`src/rtl/dec10b8b_lanes.sv`:
```
// Multi-lane two-stage decoder for the 5+5 split-weight 10-bit line code, with
// valid/ready on both sides and per-lane saturating violation counters.
module dec10b8b_lanes #(
  parameter int unsigned LANES    = 4,
  parameter int unsigned CNT_W    = 8,
  parameter int unsigned DROP_ERR = 0
) (
  input  logic                   clk_i,
  input  logic                   reset_n_i,
  input  logic                   clear_i,
  input  logic                   v_i,
  output logic                   ready_o,
  input  logic [10*LANES-1:0]    data_i,
  output logic                   v_o,
  input  logic                   ready_i,
  output logic [8*LANES-1:0]     data_o,
  output logic [LANES-1:0]       k_o,
  output logic [LANES-1:0]       err_o,
  output logic [CNT_W*LANES-1:0] err_cnt_o,
  output logic                   err_sticky_o
);

  typedef enum logic [2:0] {W_BAD, W_1, W_2, W_3, W_4} wclass_t;

  typedef struct packed {
    wclass_t    w;
    logic [3:0] idx;
  } half_t;

  typedef struct packed {
    logic [7:0] dat;
    logic       k;
    logic       e;
  } dec_t;

  function automatic half_t classify(input logic [4:0] h);
    half_t r;
    r = '{w: W_BAD, idx: 4'd0};
    case (h)
      5'b00111: r = '{w: W_3, idx: 4'd0};
      5'b01011: r = '{w: W_3, idx: 4'd1};
      5'b01101: r = '{w: W_3, idx: 4'd2};
      5'b01110: r = '{w: W_3, idx: 4'd3};
      5'b10011: r = '{w: W_3, idx: 4'd4};
      5'b10101: r = '{w: W_3, idx: 4'd5};
      5'b10110: r = '{w: W_3, idx: 4'd6};
      5'b11001: r = '{w: W_3, idx: 4'd7};
      5'b11010: r = '{w: W_3, idx: 4'd8};
      5'b11100: r = '{w: W_3, idx: 4'd9};
      5'b00011: r = '{w: W_2, idx: 4'd0};
      5'b00101: r = '{w: W_2, idx: 4'd1};
      5'b00110: r = '{w: W_2, idx: 4'd2};
      5'b01010: r = '{w: W_2, idx: 4'd3};
      5'b01100: r = '{w: W_2, idx: 4'd4};
      5'b01001: r = '{w: W_2, idx: 4'd5};
      5'b10001: r = '{w: W_2, idx: 4'd6};
      5'b10010: r = '{w: W_2, idx: 4'd7};
      5'b10100: r = '{w: W_2, idx: 4'd8};
      5'b11000: r = '{w: W_2, idx: 4'd9};
      5'b11110: r = '{w: W_4, idx: 4'd0};
      5'b11101: r = '{w: W_4, idx: 4'd1};
      5'b11011: r = '{w: W_4, idx: 4'd2};
      5'b10111: r = '{w: W_4, idx: 4'd3};
      5'b01111: r = '{w: W_4, idx: 4'd4};
      5'b00001: r = '{w: W_1, idx: 4'd0};
      5'b00010: r = '{w: W_1, idx: 4'd1};
      5'b00100: r = '{w: W_1, idx: 4'd2};
      5'b01000: r = '{w: W_1, idx: 4'd3};
      5'b10000: r = '{w: W_1, idx: 4'd4};
      default:  r = '{w: W_BAD, idx: 4'd0};
    endcase
    return r;
  endfunction

  // idx[3] marks index 8/9 of a 10-entry half; idx[2] marks index 4 of a 5-entry half
  function automatic dec_t decode(input half_t a, input half_t b);
    dec_t r;
    r = '0;
    if (a.w == W_3 && b.w == W_2) begin
      if (!a.idx[3] && !b.idx[3])     r.dat = {2'b00, a.idx[2:0], b.idx[2:0]};
      else if (a.idx[3] && !b.idx[3]) r.dat = {4'b1000, a.idx[0], b.idx[2:0]};
      else if (!a.idx[3])             r.dat = {4'b1010, b.idx[0], a.idx[2:0]};
      else                            r.dat = {6'b111100, a.idx[0], b.idx[0]};
    end else if (a.w == W_2 && b.w == W_3) begin
      if (!a.idx[3] && !b.idx[3])     r.dat = {2'b01, a.idx[2:0], b.idx[2:0]};
      else if (a.idx[3] && !b.idx[3]) r.dat = {4'b1001, a.idx[0], b.idx[2:0]};
      else if (!a.idx[3])             r.dat = {4'b1011, b.idx[0], a.idx[2:0]};
      else if (a.idx[0])              r.dat = {6'b111101, 1'b0, b.idx[0]};
      else begin
        r.k   = 1'b1;
        r.dat = {7'b0, b.idx[0]};
      end
    end else if (a.w == W_4 && b.w == W_1) begin
      if (!a.idx[2] && !b.idx[2])     r.dat = {4'b1100, a.idx[1:0], b.idx[1:0]};
      else if (a.idx[2] && !b.idx[2]) r.dat = {6'b111000, b.idx[1:0]};
      else if (!a.idx[2])             r.dat = {6'b111010, a.idx[1:0]};
      else                            r.dat = 8'hF6;
    end else if (a.w == W_1 && b.w == W_4) begin
      if (!a.idx[2] && !b.idx[2])     r.dat = {4'b1101, a.idx[1:0], b.idx[1:0]};
      else if (a.idx[2] && !b.idx[2]) r.dat = {6'b111001, b.idx[1:0]};
      else if (!a.idx[2])             r.dat = {6'b111011, a.idx[1:0]};
      else                            r.dat = 8'hF7;
    end else begin
      r.e = 1'b1;
    end
    return r;
  endfunction

  logic                        v1, v2, en1, en2;
  logic                        any_err, move, keep;
  half_t [LANES-1:0]           s1_a, s1_b;
  dec_t  [LANES-1:0]           dec;
  logic  [LANES-1:0]           lane_err;
  logic  [LANES-1:0][CNT_W-1:0] cnt;

  assign en2     = ~v2 | ready_i;
  assign en1     = ~v1 | en2;
  assign ready_o = en1;
  assign v_o     = v2;
  assign move    = v1 & en2;
  assign keep    = ~((DROP_ERR != 0) & any_err);
  assign err_cnt_o = cnt;

  always_comb begin
    dec      = '0;
    lane_err = '0;
    for (int unsigned n = 0; n < LANES; n++) begin
      dec[n]      = decode(s1_a[n], s1_b[n]);
      lane_err[n] = dec[n].e;
    end
  end

  assign any_err = |lane_err;

  always_ff @(posedge clk_i or negedge reset_n_i) begin
    if (!reset_n_i) begin
      v1   <= 1'b0;
      s1_a <= '0;
      s1_b <= '0;
    end else if (en1) begin
      v1 <= v_i;
      if (v_i) begin
        for (int unsigned n = 0; n < LANES; n++) begin
          s1_a[n] <= classify(data_i[10*n+5 +: 5]);
          s1_b[n] <= classify(data_i[10*n   +: 5]);
        end
      end
    end
  end

  // A dropped beat leaves S2 empty rather than holding stale output valid
  always_ff @(posedge clk_i or negedge reset_n_i) begin
    if (!reset_n_i) begin
      v2     <= 1'b0;
      data_o <= '0;
      k_o    <= '0;
      err_o  <= '0;
    end else if (en2) begin
      v2 <= v1 & keep;
      if (v1 & keep) begin
        for (int unsigned n = 0; n < LANES; n++) begin
          data_o[8*n +: 8] <= dec[n].dat;
          k_o[n]           <= dec[n].k;
          err_o[n]         <= dec[n].e;
        end
      end
    end
  end

  always_ff @(posedge clk_i or negedge reset_n_i) begin
    if (!reset_n_i) begin
      cnt          <= '0;
      err_sticky_o <= 1'b0;
    end else if (clear_i) begin
      cnt          <= '0;
      err_sticky_o <= 1'b0;
    end else if (move) begin
      for (int unsigned n = 0; n < LANES; n++) begin
        if (lane_err[n] && cnt[n] != '1) cnt[n] <= cnt[n] + 1'b1;
      end
      if (any_err) err_sticky_o <= 1'b1;
    end
  end

endmodule

```
`config.mk`:
```
export PLATFORM = sky130hd
export DESIGN_NAME = dec10b8b_lanes
export DESIGN_NICKNAME = d
export VERILOG_FILES = /design/src/rtl/dec10b8b_lanes.sv
export SDC_FILE = /design/constraint.sdc
export NUM_CORES = 1
export LEC_CHECK = 0
export ABC_AREA = 1
export BUFFER_PORTS_ARGS = -buffer_cell sky130_fd_sc_hd__buf_4
export CORE_MARGIN = 4
export CORE_UTILIZATION = 60
export DETAILED_ROUTE_END_ITERATION = 6
export GPL_TIMING_DRIVEN = 0
export HOLD_SLACK_MARGIN = 0.12
export PLACE_DENSITY_LB_ADDON = 0.05
export SETUP_SLACK_MARGIN = 0.02
export SYNTH_ARGS = -nofsm -noshare
export SYNTH_HDL_FRONTEND = slang
export SYNTH_SLANG_ARGS = --single-unit
```
`constraint.sdc`:
```
create_clock -name clk_i -period 1.6 [get_ports clk_i]
set_input_delay 0.08 -clock clk_i [delete_from_list [all_inputs] [get_ports clk_i]]
set_output_delay 0.08 -clock clk_i [all_outputs]
set_load 0.03 [all_outputs]
```
==> impl_metrics.py <==
metrics = {
    "pwr": {
        "power.leakage_nw": 6.433,
        "seq_power_share": 0.330,
        "p_comb_frac": 0.351,
        "p_int_mw": 8.181,
        "power_switching_mw": 4.860,
        "sw_frac_of_total": 0.3726,
        "pwr-share-clk": 0.320,
        "ir_drop_mv": 0.7211,
        "p_per_area_nw_per_um2": 1019,
    },
    "logic_synthesis": {
        "avgSynthCellArea_um2": 7.204,
        "ys.flop_type": "dfrtp_1",
        "syn-instance-count": 1424,
        "synth_edf_count": 0,
        "yosys_warnings": 0,
        "synth_top_area_frac": 0.3196,
        "ys_ff_latch": 131,
        "yosys.area.top_type": "dfrtp_1",
        "syn_area_um2": 10260,
        "synthTopCellsByArea": "dfrtp_1 32%, nand2_1 12%, ha_1 7.8%",
        "seq_area_frac_synth": 0.3196,
        "async_reset_ff_frac": 1.000,
        "syn_nets": 1533,
        "synth_cell_types": 56,
    },
    "drt": {
        "drtIter0Drc": 1272,
        "vias": 10793,
        "vias_per_cell": 5.844,
        "routedWlPerCell_um": 16.63,
        "detail-route-antenna-nets": 0,
        "wl_um": 30710,
        "drc": 0,
        "drtPass1Iterations": 5,
    },
    "grt": {
        "grt_util_met2": 0.4779,
        "antenna_found_initial": 0,
        "grt_max_degree": 76,
        "grt_util_met1": 0.4098,
        "overflow": 0,
        "grt_pass1_wl_um": 48190,
        "grt_util_met3": 0.07483,
        "busiest_layer": "met2",
        "grt_pass1_vias": 9768,
        "grt.total_usage": 0.3037,
    },
    "sta": {
        "whs_ns": 0.1443,
        "setup_viol": 0,
        "period_minus_slack_ns": 1.550,
        "rsz0062_at_grt": "true",
        "slew_headroom": 0.6389,
        "worst_pin_slew_ns": 0.5417,
        "finalHoldViolations": 0,
        "finalClockSkew_ns": 0.008021,
        "clock.fmax_mhz": 645.0,
        "drv_slew": 0,
        "final.period_utilization": 0.9690,
    },
    "place": {
        "placed_area_um2": 11400,
        "gp_congestion": 0.9346,
        "port_buffers": 109,
        "dp_hpwl_um": 21710,
    },
    "critical_path": {
        "worst-path-buf-inv": 2,
        "crit_type": "flop to flop",
        "end_kind": "flop",
        "worst-path-stages": 8,
        "rrSetupSlack_ns": 0.05,
        "ff2ff_path_depth": 8,
        "crit_path_start": "v_o$_DFFE_PN0P_",
        "crit_path_start_kind": "flop",
        "cp_data_required_time_ns": 1.97,
        "path_delay_family": "simple AND/OR/NAND/NOR gates",
        "critPathCapture": "err_cnt_o[23]$_DFFE_PN0P_",
        "r2r_end": "err_cnt_o[23]$_DFFE_PN0P_",
        "crit_fanout": 7,
        "cp_common_cell": "nand2_1",
        "slowest_delay_ns": 0.45,
        "r2r-start": "v_o$_DFFE_PN0P_",
        "path_cells": "nand2_1 -> nand2_1 -> inv_4 -> nand3_2 -> nor2_8 -> buf_4 -> nand4_1 -> nand2_1",
        "critical_path_arrival_ns": 1.92,
        "cp_slowest_cell": "dfrtp_2",
    },
    "die": {
        "num_io_pins": 120,
        "start_util": 0.6164,
        "die-width_um": 138.8,
        "die_y_um": 138.8,
        "rows": 47,
        "core_um2": 16640,
        "die_area_um2": 19250,
    },
    "final_layout": {
        "drive_above_1_share": 0.2096,
        "final_nets": 1723,
        "num_antenna_cells": 0,
        "fin_area_um2": 12790,
        "areaGrowthSynthToFinish_pct": 24.70,
        "multi_input_area_um2": 6286,
        "fillers": 1285,
        "final_core_util": 0.7687,
        "seq_area_um2": 3291,
    },
    "clock_tree": {
        "clockBufferDepth": 2,
        "root_buffer": "clkbuf_16",
        "clock-sinks": 131,
        "cts.clk_slew.worst_paths_ns": 0.06,
        "h-tree-depth": 4,
        "cts_inserted_buffers": 17,
        "cts_tree": "done",
        "insertion_delay_ns": 0.43,
    },
    "job": {
        "cap_violations": 0,
    },
    "outcome": {
        "status": "finished, final reports clean",
    },
    "min_path": {
        "hold_class": "input port to flop",
    },
}
[per-layer routing]
metal | wire length (um) | share of wire
met3 | 2980 | 0.097
met1 | 12740 | 0.41
met4 | 860 | 0.028
met5 | 0 | 0
met2 | 14130 | 0.46
[registers in the layout, summed over array words and instances (netlist names)]
register / flops
data_o: 32
err_cnt_o: 32
err_o: 4
err_sticky_o: 1
k_o: 4
s1_a: 28
s1_b: 28
v1: 1
v_o: 1
[tightest hold or removal path, cell delays in order]
cell	delay, ns
buf_4	0.13
nor2_1	0.09
o32ai_1	0.08
nand2_1	0.07
nand3_1	0.06
[worst min path at each step]
stage | endpoint | slack, ns | start | cells past startpoint
6_report | s1_a[1]$_DFFE_PN0P_ | 0.14 | data_i[6] | 5
5_1_grt | s1_b[26]$_DFFE_PN0P_ | 0.18 | data_i[32] | 4
4_1_cts | s1_b[22]$_DFFE_PN0P_ | 0.13 | data_i[32] | 4
3_5_place_dp | s1_a[4]$_DFFE_PN0P_ | 0.08 | reset_n_i | 1
3_3_place_gp | v_o$_DFFE_PN0P_ | 0.42 | ready_i | 4
2_1_floorplan | data_o[0]$_DFFE_PN0P_ | -0.22 | reset_n_i | 0
[cells by family after synthesis]
family / after synthesis / share of synthesized area
muxes: 1 / 0.0009758
adders and majority gates: 64 / 0.07806
DFF: 131 / 0.3196
xor gates and xnor gates: 22 / 0.01878
AOI/OAI and AO/OA: 291 / 0.1688
buffers and inverters: 221 / 0.08586
and+or+nand+nor: 694 / 0.3280
[Yosys cell counts (all sizes together) (3+ instances only)]
| cell type | count |
|---|---|
| a21oi | 55 |
| a221oi | 4 |
| a22oi | 6 |
| a31oi | 9 |
| a32oi | 8 |
| buf | 28 |
| clkbuf | 12 |
| dfrtp | 131 |
| ha | 64 |
| inv | 179 |
| nand2 | 354 |
| nand3 | 135 |
| nand4 | 28 |
| nor2 | 156 |
| nor3 | 12 |
| o211ai | 25 |
| o21a | 4 |
| o21ai | 127 |
| o21bai | 4 |
| o221ai | 8 |
| o22ai | 23 |
| o311ai | 3 |
| o31ai | 7 |
| o32ai | 3 |
| or2 | 5 |
| xnor2 | 3 |
| xor2 | 19 |
[power by group through the flow]
stage	logic (mW)	clock network, mW	registers, mW
after floorplan	2.24	0	4.75
after global placement	4.00	0	4.33
after detailed placement	4.06	0	4.34
after CTS	4.28	4.19	4.28
after global routing	5.00	4.35	4.35
final	4.58	4.17	4.30
[layout by cell type, fill, tap and decap left out, drive strengths merged]
cell type	Yosys	layout
nand2	354	355
inv	179	178
buf	28	165
nor2	156	156
nand3	135	136
dfrtp	131	131
o21ai	127	127
ha	64	64
a21oi	55	55
clkbuf	12	38
dlygate4sd3	0	29
nand4	28	28
o211ai	25	25
o22ai	23	23
xor2	19	19
nor3	12	12
a31oi	9	9
o221ai	8	8
a32oi	8	8
o31ai	7	7
clkinv	2	7
a22oi	6	6
or2	5	5
a221oi	4	4
o21bai	4	4
o21a	4	4
bufinv	0	4
o311ai	3	3
o32ai	3	3
xnor2	3	3
nand3b	2	2
o2111ai	2	2
o2bb2ai	1	1
clkinvlp	0	1
mux2i	1	1
or3	1	1
a22o	1	1
nor3b	1	1
a41oi	1	1
[cell type report]
| type | count | area share |
|---|---|---|
| flip-flops and latches | 131 | 0.2572 |
| repair buffers | 169 | 0.1067 |
| well taps | 220 | 0.02152 |
| inverters | 181 | 0.05556 |
| plain buffers | 40 | 0.01829 |
| multi-input cells | 1074 | 0.4914 |
| clock inverters | 9 | 0.01193 |
| clock buffers | 23 | 0.03736 |
[per-stage QoR]
step	instances	setup TNS (ns)	worst slack (ns)	power, mW
floorplan	1424	0	0.02963	6.985
global placement	1753	-17.74	-0.4264	8.331
detailed placement	1754	-18.30	-0.4466	8.404
CTS	1825	0	0.02012	12.75
global route	1847	-0.4073	-0.07932	13.70
finish	1847	0	0.04966	13.04
[repair_timing]
item                       CTS  global route
resized for setup           21            56
hold endpoints to repair   172             0
cloned                       0             2
hold buffers                29             0
pin swaps                    3            13
setup endpoints to repair   83            84
buffers inserted            10            20
Power figures use the tool's default switching activity.
